**config.mk**
```make
export PLATFORM = sky130hd
export DESIGN_NAME = calculator_seq
export DESIGN_NICKNAME = d
export VERILOG_FILES = /design/src/rtl/calculator_seq.sv
export SDC_FILE = /design/constraint.sdc
export NUM_CORES = 1
export LEC_CHECK = 0
export ABC_AREA = 1
export ABC_CLOCK_PERIOD_IN_PS = 6900
export CAP_MARGIN = 40
export CELL_PAD_IN_SITES_DETAIL_PLACEMENT = 1
export CELL_PAD_IN_SITES_GLOBAL_PLACEMENT = 1
export CORE_MARGIN = 2
export CORE_UTILIZATION = 28
export DETAILED_ROUTE_END_ITERATION = 12
export GPL_ROUTABILITY_DRIVEN = 0
export GPL_TIMING_DRIVEN = 0
export HOLD_SLACK_MARGIN = 0.03
export PLACE_DENSITY_LB_ADDON = 0.15
export SYNTH_ARGS = -nofsm -noshare
export SYNTH_HDL_FRONTEND = slang
export SYNTH_SLANG_ARGS = --single-unit
```
**constraint.sdc**
```tcl
create_clock -name clk_i -period 6.9 [get_ports clk_i]
set_input_delay 1.725 -clock clk_i [delete_from_list [all_inputs] [get_ports clk_i]]
set_output_delay 1.725 -clock clk_i [all_outputs]
set_load 0.05 [all_outputs]
```
**src/rtl/calculator_seq.sv**
```systemverilog
`default_nettype none
// ============================================================================
//  Module   : calculator_seq
//  Purpose  : WIDTH-bit sequential calculator. ADD, SUB and MAX complete in
//             one cycle. MUL is a shift-add multiplier that handles one
//             multiplier bit per cycle. The block also provides an overflow
//             flag, optional saturation, a busy flag and a chain mode that
//             feeds the last result back in as operand A.
//  Revision : 1.0 - initial release
// ============================================================================
module calculator_seq #(
    parameter int WIDTH    = 5,
    parameter int SATURATE = 0
) (
    input  logic             clk_i,
    input  logic             rst_ni,
    input  logic [WIDTH-1:0] a_i,
    input  logic [WIDTH-1:0] b_i,
    input  logic             input_valid_i,
    input  logic [1:0]       op_i,
    input  logic             chain_i,
    input  logic             calc_i,
    input  logic             clear_i,
    output logic [WIDTH-1:0] result_o,
    output logic             output_valid_o,
    output logic             overflow_o,
    output logic             busy_o
);

    localparam int CW = (WIDTH > 2) ? $clog2(WIDTH) : 1;
    localparam int PW = 2 * WIDTH;
    localparam logic SAT_EN = (SATURATE != 0);

    localparam logic [1:0] S_IDLE   = 2'd0;
    localparam logic [1:0] S_LOADED = 2'd1;
    localparam logic [1:0] S_BUSY   = 2'd2;
    localparam logic [1:0] S_DONE   = 2'd3;

    localparam logic [1:0] OP_ADD = 2'b00;
    localparam logic [1:0] OP_SUB = 2'b01;
    localparam logic [1:0] OP_MUL = 2'b10;
    localparam logic [1:0] OP_MAX = 2'b11;

    logic [1:0]       state;
    logic [WIDTH-1:0] op_a;
    logic [WIDTH-1:0] op_b;
    logic [1:0]       op_sel;
    logic [PW-1:0]    prod;
    logic [CW-1:0]    cnt;
    logic [WIDTH-1:0] result_q;
    logic             overflow_q;

    logic [WIDTH:0]   sum_ext;
    logic [WIDTH-1:0] alu_res;
    logic             alu_ov;
    logic [PW-1:0]    mcand;
    logic [PW-1:0]    addend;
    logic [PW-1:0]    prod_next;
    logic [WIDTH-1:0] mul_res;
    logic             mul_ov;
    logic             mul_last;
    logic [WIDTH-1:0] chain_a;

    // Single-cycle ALU for ADD/SUB/MAX, with saturation applied on overflow
    always_comb begin
        sum_ext = {1'b0, op_a} + {1'b0, op_b};
        alu_res = '0;
        alu_ov  = 1'b0;
        case (op_sel)
            OP_ADD: begin
                alu_ov  = sum_ext[WIDTH];
                alu_res = (SAT_EN && alu_ov) ? {WIDTH{1'b1}} : sum_ext[WIDTH-1:0];
            end
            OP_SUB: begin
                alu_ov  = (op_a < op_b);
                alu_res = (SAT_EN && alu_ov) ? {WIDTH{1'b0}} : (op_a - op_b);
            end
            OP_MAX: begin
                alu_ov  = 1'b0;
                alu_res = (op_a > op_b) ? op_a : op_b;
            end
            default: begin
                // MUL goes through the shift-add path instead
                alu_ov  = 1'b0;
                alu_res = '0;
            end
        endcase
    end

    // Shift-add step: add A shifted by the bit position when multiplier bit is set
    always_comb begin
        mcand     = {{WIDTH{1'b0}}, op_a};
        addend    = op_b[cnt] ? (mcand << cnt) : '0;
        prod_next = prod + addend;
        mul_ov    = |prod_next[PW-1:WIDTH];
        mul_res   = (SAT_EN && mul_ov) ? {WIDTH{1'b1}} : prod_next[WIDTH-1:0];
        mul_last  = (cnt == CW'(WIDTH - 1));
    end

    // In chain mode, the current result register becomes operand A
    always_comb begin
        chain_a = chain_i ? result_q : a_i;
    end

    // Control FSM with its operand, product and result registers. Priority is clear > calc > load.
    always_ff @(posedge clk_i or negedge rst_ni) begin
        if (!rst_ni) begin
            state      <= S_IDLE;
            op_a       <= '0;
            op_b       <= '0;
            op_sel     <= OP_ADD;
            prod       <= '0;
            cnt        <= '0;
            result_q   <= '0;
            overflow_q <= 1'b0;
        end else begin
            case (state)
                S_IDLE: begin
                    if (!clear_i && !calc_i && input_valid_i) begin
                        op_a   <= chain_a;
                        op_b   <= b_i;
                        op_sel <= op_i;
                        state  <= S_LOADED;
                    end
                end
                S_LOADED: begin
                    if (clear_i) begin
                        state      <= S_IDLE;
                        overflow_q <= 1'b0;
                    end else if (calc_i) begin
                        if (op_sel == OP_MUL) begin
                            prod  <= '0;
                            cnt   <= '0;
                            state <= S_BUSY;
                        end else begin
                            result_q   <= alu_res;
                            overflow_q <= alu_ov;
                            state      <= S_DONE;
                        end
                    end else if (input_valid_i) begin
                        op_a   <= chain_a;
                        op_b   <= b_i;
                        op_sel <= op_i;
                    end
                end
                S_BUSY: begin
                    if (clear_i) begin
                        // Abort: the result register keeps its prior value
                        state      <= S_IDLE;
                        overflow_q <= 1'b0;
                    end else begin
                        prod <= prod_next;
                        cnt  <= cnt + CW'(1);
                        if (mul_last) begin
                            result_q   <= mul_res;
                            overflow_q <= mul_ov;
                            state      <= S_DONE;
                        end
                    end
                end
                default: begin
                    // DONE: the result is held until it is acknowledged
                    if (clear_i) begin
                        state      <= S_IDLE;
                        overflow_q <= 1'b0;
                    end
                end
            endcase
        end
    end

    assign result_o       = result_q;
    assign overflow_o     = overflow_q;
    assign output_valid_o = (state == S_DONE);
    assign busy_o         = (state == S_BUSY);

endmodule
`default_nettype wire

```
==> flow_summary.yaml, run 1 <==
routing:
  num_vias: 2894
  vias_per_cell: 4.82
  initialDrtViolationCount: 99
  drt-total-wl_microns: 9030
  wl_per_cell_microns: 15.0
  drcViolationCount: 0
  drtAntennaViolNets: 0
  drt_pass1_iterations: 4
cts:
  cts_htree_levels: 2
  post_cts_buffers: 0
  clock_sinks: 33
  cts_hold_buf: 0
  clkTransAtPathRegs_ps: 80
  clk_latency_ps: 300
  clock-root-buffer: "clkbuf_8"
  cts.path.max_buffers: 2
  cts_tree: "yes"
  numCtsBuffers: 5
  cts_resized: 0
sta:
  min_period_over_period_pct: 51.5
  fin_skew_ps: 6.68
  final_hold_viol_count: 0
  setup_viol: 0
  tns_ps: 0
  rsz0062_at_grt: "no"
  worstMarginPinSlew_ps: 583
  fin_crit_ps: 3560
  finalHoldWorstSlack_ps: 494
  slew_viol_final: 0
  maxSlewHeadroom_pct: 60.8
  fmaxAchievable_mhz: 281
grt:
  grt_overflow_total: 0
  grt_pass1_wl_microns: 15200
  grt_pass1_vias: 2966
  track_usage_pct: 16.9
  grt_max_degree: 34
  antenna_found_initial: 0
placement:
  dp_hpwl_microns: 7280
  io_buffers: 23
critical_path:
  rrSetupSlack_ps: 3700
  r2r-start: "op_b[1]$_DFFE_PN0P_"
  required_ps: 5180
  reg2reg_to: "overflow_o$_DFFE_PN0P_"
  critPathMaxFanout: 3
  startpoint: "state[0]$_DFFE_PN0P_"
  path_class: "reg2out"
  cp-start-kind: "flop"
  r2r_cells: 19
  crit_path_end: "busy_o"
  arrival_ps: 1830
  cp-end-kind: "output port"
die:
  start_util_pct: 28.8
  coreArea_sq_mm: 0.0103
  num_io_pins: 26
  die_x_microns: 107
  rows: 37
  dieHeight_microns: 107
  fp.dieArea_sq_mm: 0.0114
run:
  maxCapViolations: 0
logic_synthesis:
  syn_area_per_cell_sq_um: 6.86
  synth-seq-cells: 33
  synthArstFlopShare_pct: 100
  synth.distinct_cells: 39
  synthTopCellsByArea: "dfrtp_1 28%, nand2_1 15%, ha_1 11%, inv_1 8.5%, o21ai_0 6.4%"
  synth_top_area_share_pct: 27.8
  yosys_warnings: 0
  synth_cells: 433
  syn-num-nets: 479
  yosys_most_used_dff: "dfrtp_1"
  yosysTopAreaCell: "dfrtp_1"
  syn_area_sq_mm: 0.00297
  synth_edf_count: 0
  yosysSeqAreaShare_pct: 27.8
final_layout:
  drive_above_1_share_pct: 9.46
  utilization_pct: 33.8
  multi_input_area_sq_mm: 0.00181
  nFillCells: 1341
  area_delta_synth_final_pct: 17.4
  regArea_sq_um: 826
  antenna_cells: 0
  finalNetCount: 510
status:
  status: "finished, final reports clean"
pwr:
  leakage_uw: 0.00177
  power_density_mw_per_mm2: 478
  ir_drop_uv: 208
hold_path:
  hold_class: "reg2reg"
==> power breakdown <==
part,internal (uW),total (uW),leakage (uW),switching (uW)
logic,382,1150,0.00129,766
registers,268,348,0.000424,80.0
clock network,90.3,170,0.0000542,79.8
total,740,1670,0.00177,926
==> layout make-up <==
cell class,count,area share (%)
flip-flops and latches,33,23.7
well taps,136,4.88
inverters,71,7.75
multi-input cells,319,51.8
repair buffers,24,7.04
plain buffers,10,1.94
clock buffers,7,2.76
clock inverters,1,0.144
==> cell families (layout without fill, tap and decap cells) <==
| logic type | after synthesis | after routing | synth area share [%] |
|---|---|---|---|
| and+or+nand+nor | 204 | 204 | 31.2 |
| buffers and inverters | 81 | 113 | 11.4 |
| AOI/OAI and AO/OA | 86 | 86 | 16.8 |
| DFF | 33 | 33 | 27.8 |
| adders and majority gates | 28 | 28 | 12.6 |
| xor gates and xnor gates | 1 | 1 | 0.295 |
==> worst min path at each step <==
stage / startpoint / slack, ps / to / cells after the start
after floorplan: prod[2]$_DFFE_PN0P_ / 460 / prod[2]$_DFFE_PN0P_ / 2
after global placement: overflow_o$_DFFE_PN0P_ / 480 / overflow_o$_DFFE_PN0P_ / 2
after detailed placement: overflow_o$_DFFE_PN0P_ / 480 / overflow_o$_DFFE_PN0P_ / 2
after CTS: prod[2]$_DFFE_PN0P_ / 500 / prod[2]$_DFFE_PN0P_ / 2
after global routing: overflow_o$_DFFE_PN0P_ / 530 / overflow_o$_DFFE_PN0P_ / 2
final: overflow_o$_DFFE_PN0P_ / 490 / overflow_o$_DFFE_PN0P_ / 2
==> Yosys cell counts, types with 2 or more instances <==
| library cell | n |
|---|---|
| a21oi_1 | 21 |
| o21ai_0 | 38 |
| fa_1 | 3 |
| nand2_2 | 5 |
| buf_2 | 2 |
| ha_1 | 25 |
| clkbuf_1 | 2 |
| inv_1 | 67 |
| o21ai_2 | 2 |
| dfrtp_1 | 33 |
| buf_6 | 2 |
| a22o_1 | 4 |
| o21ai_1 | 3 |
| a21oi_2 | 4 |
| nor2_1 | 24 |
| nor4_1 | 4 |
| nand3_1 | 29 |
| inv_2 | 2 |
| nor2_2 | 3 |
| nand4_1 | 3 |
| o211ai_1 | 7 |
| nor3_1 | 6 |
| o22ai_1 | 5 |
| buf_4 | 3 |
| nand2_1 | 122 |
==> critical path, stage by stage (launching register included) <==
cell	delay (ps)
dfrtp_1	410
inv_1	110
ha_1	200
clkdlybuf4s50_1	820
==> through the flow <==
stage | power (uW) | setup slack [ps] | cell area, sq um | instances
floorplan | 1170 | 4210 | 2970 | 433
global placement | 1480 | 3200 | 3370 | 592
detailed placement | 1510 | 3480 | 3380 | 593
CTS | 1680 | 3330 | 3490 | 601
global route | 1840 | 3280 | 3490 | 601
finish | 1670 | 3340 | 3490 | 601
==> routing by layer <==
layer | vias up | global-route usage (%) | wire length, microns
li1 | 1480 | - | -
met1 | 1381 | 23.8 | 4670
met2 | 26 | 27.8 | 4100
met3 | 7 | 2.74 | 191
met4 | 0 | 2.78 | 64
met5 | - | 0 | 0
==> registers in the layout (all words and copies together), names as in the netlist <==
signal / flops
result_o: 5
op_b: 5
overflow_o: 1
state: 2
cnt: 3
prod: 10
op_sel: 2
op_a: 5
==> placed cells by master, fill, tap and decap left out, drive strengths merged <==
| cell | instances |
|---|---|
| o211ai | 7 |
| nor3 | 7 |
| o21ai | 43 |
| o22ai | 5 |
| o32ai | 1 |
| fa | 3 |
| nor4 | 4 |
| xnor2 | 1 |
| dfrtp | 33 |
| clkinv | 2 |
| nand3 | 30 |
| or2 | 1 |
| a22o | 4 |
| clkdlybuf4s50 | 22 |
| inv | 70 |
| nand2 | 128 |
| nand4 | 5 |
| buf | 9 |
| nor2 | 28 |
| clkbuf | 10 |
| ha | 25 |
| a211oi | 1 |
| nor3b | 1 |
| a21oi | 25 |
Note: power is estimated with default switching activity, not from simulation.
==> run 2: changes to the inputs <==
--- a/config.mk
+++ b/config.mk
@@ -6,7 +6,7 @@
 export NUM_CORES = 1
 export LEC_CHECK = 0
 export ABC_AREA = 1
-export ABC_CLOCK_PERIOD_IN_PS = 6900
+export ABC_CLOCK_PERIOD_IN_PS = 2900
 export CAP_MARGIN = 40
 export CELL_PAD_IN_SITES_DETAIL_PLACEMENT = 1
 export CELL_PAD_IN_SITES_GLOBAL_PLACEMENT = 1
==> constraint.sdc (replaced) <==
create_clock -name clk_i -period 2.9 [get_ports clk_i]
set_input_delay 0.725 -clock clk_i [delete_from_list [all_inputs] [get_ports clk_i]]
set_output_delay 0.725 -clock clk_i [all_outputs]
set_load 0.05 [all_outputs]
==> run 2 against run 1 <==
  * Sequential share of layout area fell by 2.0 points
  * Worst setup slack got worse by 3200 ps
  * Clock power rose by 140%
  * Largest cell class unchanged
  * Critical path depth rose by 14
  * Count of clock-buffer cells in the layout did not move
  * First-iteration DRC count fell by 45%
==> flow_summary.yaml, run 2 (synthesized netlist as in run 1, its figures left out) <==
sta:
  final_hold_viol_count: 0
  tns_ps: 0
  slew_viol_final: 0
  min_period_over_period_pct: 94.3
  fin_skew_ps: 6.87
  fmaxAchievable_mhz: 366
  setup_viol: 0
  worstMarginPinSlew_ps: 513
  maxSlewHeadroom_pct: 65.7
  fin_crit_ps: 2730
hold_path:
  hold_class: "in2async"
grt:
  grt_pass1_vias: 3033
  track_usage_pct: 17.3
  grt_max_degree: 34
  antenna_found_initial: 0
  grt_pass1_wl_microns: 15500
  grt_overflow_total: 0
pwr:
  p_int_uw: 2010
  ir_drop_uv: 508
  leakage_uw: 0.00183
  p_sw_uw: 2420
  power_frac_clock_pct: 9.3
  switching_share_pct: 54.6
  power_density_mw_per_mm2: 1160
  p_seq_share_pct: 19.2
  power_uw: 4430
  combPwrFrac_pct: 71.5
final_layout:
  fin_area_sq_mm: 0.00382
  finalNetCount: 522
  largest_register_ffs: 10
  mostFrequentLayoutCells: "117 x nand2_1, 58 x inv_1, 31 x o21ai_0"
  final_common_cell: "nand2_1"
  largest-register: "prod"
  instances_no_fill: 613
  drive_above_1_share_pct: 21.4
  antenna_cells: 0
  area_delta_synth_final_pct: 28.7
die:
  num_io_pins: 26
  die_x_microns: 107
  start_util_pct: 28.8
  dieHeight_microns: 107
  rows: 37
  coreArea_sq_mm: 0.0103
  fp.dieArea_sq_mm: 0.0114
critical_path:
  path_class: "reg2reg"
  cp-end-kind: "flop"
  required_ps: 3100
  critPathMaxFanout: 6
  cp-start-kind: "flop"
  arrival_ps: 2930
routing:
  initialDrtViolationCount: 54
  drt_pass1_iterations: 4
  drtAntennaViolNets: 0
  num_vias: 2960
  vias_per_cell: 4.83
  drcViolationCount: 0
  wl_per_cell_microns: 15.6
  drt-total-wl_microns: 9570
cts:
  cts_tree: "yes"
  clkTransAtPathRegs_ps: 80
  numCtsBuffers: 5
  clock-root-buffer: "clkbuf_8"
  cts_hold_buf: 0
  clock_sinks: 33
  cts_htree_levels: 2
  clk_latency_ps: 300
  cts.path.max_buffers: 2
run:
  maxCapViolations: 0
placement:
  dp.cells: 593
  dpl_cell_area_sq_mm: 0.00338
  dp_hpwl_microns: 7280
  io_buffers: 23
status:
  status: "finished, final reports clean"
## run 2: changes by cell type in the layout (fill, tap and decap cells not counted), moves of 6 or more
cell / delta
inv_1: -9
buf_4: +10
ha_1: -7
ha_4: +6
o21ai_0: -7
inv_2: +7
## run 2: worst paths after layout
kind | from | slack (ps) | to | cells after the start
setup / recovery | cnt[1]$_DFFE_PN0P_ | 170 | overflow_o$_DFFE_PN0P_ | 17
hold / removal | rst_ni | 380 | op_b[2]$_DFFE_PN0P_ | 2
setup reg to reg | cnt[1]$_DFFE_PN0P_ | 170 | overflow_o$_DFFE_PN0P_ | 17
hold reg to reg | overflow_o$_DFFE_PN0P_ | 490 | overflow_o$_DFFE_PN0P_ | 2
max in group asynchronous | rst_ni | 2310 | cnt[1]$_DFFE_PN0P_ | 2
min in group clk_i | overflow_o$_DFFE_PN0P_ | 490 | overflow_o$_DFFE_PN0P_ | 2
## run 2: final cells by class
| class | count | area (sq um) |
|---|---|---|
| buffer | 10 | 78.8 |
| clock buffer | 7 | 96.3 |
| tap | 136 | 170 |
| fill | 1313 | 6500 |
| inverter | 71 | 277 |
| sequential | 33 | 830 |
| timing repair buffer | 36 | 339 |
| multi-input combinational | 319 | 2030 |
| clock inverter | 1 | 5.00 |
## run 2: metal layers
metal / GRT usage, % / vias to the layer above / wire, microns
li1: - / 1504 / -
met2: 28.9 / 33 / 4470
met4: 2.78 / 0 / 63
met5: 0 / - / 0
met1: 23.9 / 1417 / 4850
met3: 2.74 / 6 / 186
## run 2: per-stage QoR
| step | utilization (%) | worst slack, ps | hold slack, ps |
|---|---|---|---|
| floorplan | - | 413 | 429 |
| global placement | 32.6 | -282 | 476 |
| detailed placement | 32.8 | -330 | 476 |
| CTS | 35.0 | 1.13 | 390 |
| global route | 37.0 | -46.5 | 397 |
| finish | 37.0 | 167 | 383 |
## run 2: critical path: stages, from the launching register on
cell	delay [ps]
dfrtp_2	450
buf_4	150
nor4_4	300
nor2_4	90
buf_4	150
nor4_4	300
fa_2	320
nand3_1	90
nand3_2	90
nand2_1	70
nand3_1	80
nand2_2	90
nor2_4	130
nand3_2	100
nand2_1	70
nand2_1	50
nand2_1	60
nand2_1	50
## run 2: what timing repair did
item,4_1_cts,5_1_grt
endpoints found under the setup margin,3,2
pin swaps,4,13
buffers inserted,5,7
resized for setup,26,42
## run 2: power groups by stage
stage	sequential [uW]	combinational [uW]	clock, uW
6_report	850	3170	412
3_5_place_dp	838	2750	0
3_3_place_gp	839	2690	0
4_1_cts	846	2950	414
5_1_grt	878	3540	435
2_1_floorplan	914	1880	0
==> run 3: changes to the inputs <==
--- a/config.mk
+++ b/config.mk
@@ -14,7 +14,6 @@
 export CORE_UTILIZATION = 28
 export DETAILED_ROUTE_END_ITERATION = 12
 export GPL_ROUTABILITY_DRIVEN = 0
-export GPL_TIMING_DRIVEN = 0
 export HOLD_SLACK_MARGIN = 0.03
 export PLACE_DENSITY_LB_ADDON = 0.15
 export SYNTH_ARGS = -nofsm -noshare
==> run 3 against run 2 <==
  * Maximum frequency shrank 0.46%
  * Power down 2.7%
  * Non-clock buffer count is 3 higher
  * Clock skew rose by 3.0 ps
  * Utilization fell by 0.30 points
  * Largest power group unchanged
==> flow_summary.yaml, run 3 (synthesized netlist as in run 1, its figures left out) <==
final_layout:
  utilization_pct: 36.7
  mostFrequentLayoutCells: "116 x nand2_1, 65 x inv_1, 31 x dfrtp_1"
  nFillCells: 1296
  drive_above_1_share_pct: 19.8
  largest_register_ffs: 10
  area_delta_synth_final_pct: 27.7
  finalNetCount: 525
  antenna_cells: 0
  instances_no_fill: 615
  largest-register: "prod"
  final_common_cell: "nand2_1"
grt:
  antenna_found_initial: 0
  track_usage_pct: 17.7
  grt_max_degree: 26
  grt_overflow_total: 0
  grt_pass1_wl_microns: 15900
  grt_pass1_vias: 3090
placement:
  dp.cells: 604
  dp_slack_ps: -51.0
  io_buffers: 25
  dp_hpwl_microns: 7630
die:
  dieHeight_microns: 107
  coreArea_sq_mm: 0.0103
  num_io_pins: 26
  rows: 37
  die_x_microns: 107
  start_util_pct: 28.8
  fp.dieArea_sq_mm: 0.0114
sta:
  worstMarginPinSlew_ps: 514
  slew_viol_final: 0
  timing.final.ws_setup_ps: 154
  maxSlewHeadroom_pct: 65.6
  fmaxAchievable_mhz: 364
  setup_viol: 0
  min_period_over_period_pct: 94.7
  fin_crit_ps: 2750
  final_hold_viol_count: 0
  tns_ps: 0
  fin_skew_ps: 9.90
status:
  status: "finished, final reports clean"
routing:
  drt_pass1_iterations: 4
  drtAntennaViolNets: 0
  vias_per_cell: 4.80
  drcViolationCount: 0
  initialDrtViolationCount: 112
  drt-total-wl_microns: 9620
  num_vias: 2953
  wl_per_cell_microns: 15.6
cts:
  clk_latency_ps: 290
  clock_sinks: 33
  cts.path.max_buffers: 2
  clkTransAtPathRegs_ps: 80
  numCtsBuffers: 5
  cts_hold_buf: 0
  clock-root-buffer: "clkbuf_8"
  cts_tree: "yes"
  cts_htree_levels: 2
critical_path:
  cp-end-kind: "flop"
  cp-start-kind: "flop"
  required_ps: 3080
  path_class: "reg2reg"
  arrival_ps: 2930
  critPathMaxFanout: 7
pwr:
  leakage_uw: 0.00184
  power_density_mw_per_mm2: 1140
  ir_drop_uv: 544
hold_path:
  hold_class: "in2async"
run:
  maxCapViolations: 0
run 3: changes by cell type in the layout (fill, tap and decap cells not counted), sizes merged:
cell,before,now
buf,21,25
inv,69,70
clkinvlp,1,0
clkdlybuf4s50,22,24
clkbuf,10,7
clkinv,2,1
run 3: layout make-up:
class                      count  area [sq um]  area share [%]
clock buffer                   7          86.3            2.28
multi-input combinational    319          1990            52.6
inverter                      71           270            7.13
tap                          136           170            4.49
timing repair buffer          49           442            11.7
sequential                    33           828            21.8
run 3: layer usage:
layer	GRT usage, %	vias up	routed length (microns)
met2	29.3	31	4540
met4	3.34	0	91
li1	-	1503	-
met1	25.0	1412	4800
met5	0	-	0
met3	2.19	7	182
run 3: critical path, cell delays in order, from the launching register on:
cell and delay [ps]:
dfrtp_2 470, buf_6 160, o21ai_4 160, a21oi_2 90, nor2_4 210, inv_2 90, nand2_1 80, inv_1 50
ha_2 370, nand2_2 120, nor2_4 130, nand3_2 120, nand3_1 100, nand2_1 60, nand2_2 90, nand3_1 110
nand2_1 70, nand2_1 50, nand2_1 50, nand2_1 50
run 3: power by group:
part | switching, uW | total, uW | internal [uW]
logic | 1950 | 3100 | 1150
registers | 203 | 842 | 640
clock network | 186 | 375 | 189
run 3: per-stage QoR:
step / total power [uW] / hold WS [ps] / area, sq um
after floorplan: 2790 / 429 / 2970
after global placement: 3670 / 480 / 3460
after detailed placement: 3700 / 485 / 3480
after CTS: 4100 / 305 / 3570
after global routing: 4770 / 303 / 3790
final: 4320 / 292 / 3790
run 3: worst paths after layout:
check	slack [ps]	endpoint	depth (start not counted)	start
max in group asynchronous	2160	cnt[0]$_DFFE_PN0P_	2	rst_ni
hold / removal	290	prod[9]$_DFFE_PN0P_	1	rst_ni
setup / recovery	150	overflow_o$_DFFE_PN0P_	19	cnt[0]$_DFFE_PN0P_
min in group clk_i	500	prod[2]$_DFFE_PN0P_	2	prod[2]$_DFFE_PN0P_
hold reg to reg	500	prod[2]$_DFFE_PN0P_	2	prod[2]$_DFFE_PN0P_
setup reg to reg	150	overflow_o$_DFFE_PN0P_	19	cnt[0]$_DFFE_PN0P_
run 3: timing repair:
action / in CTS / in global routing
endpoints found under the setup margin: 1 / 4
buffers inserted: 0 / 4
pin swaps: 1 / 8
resized for setup: 3 / 51
endpoints found under the hold margin: 0 / 0
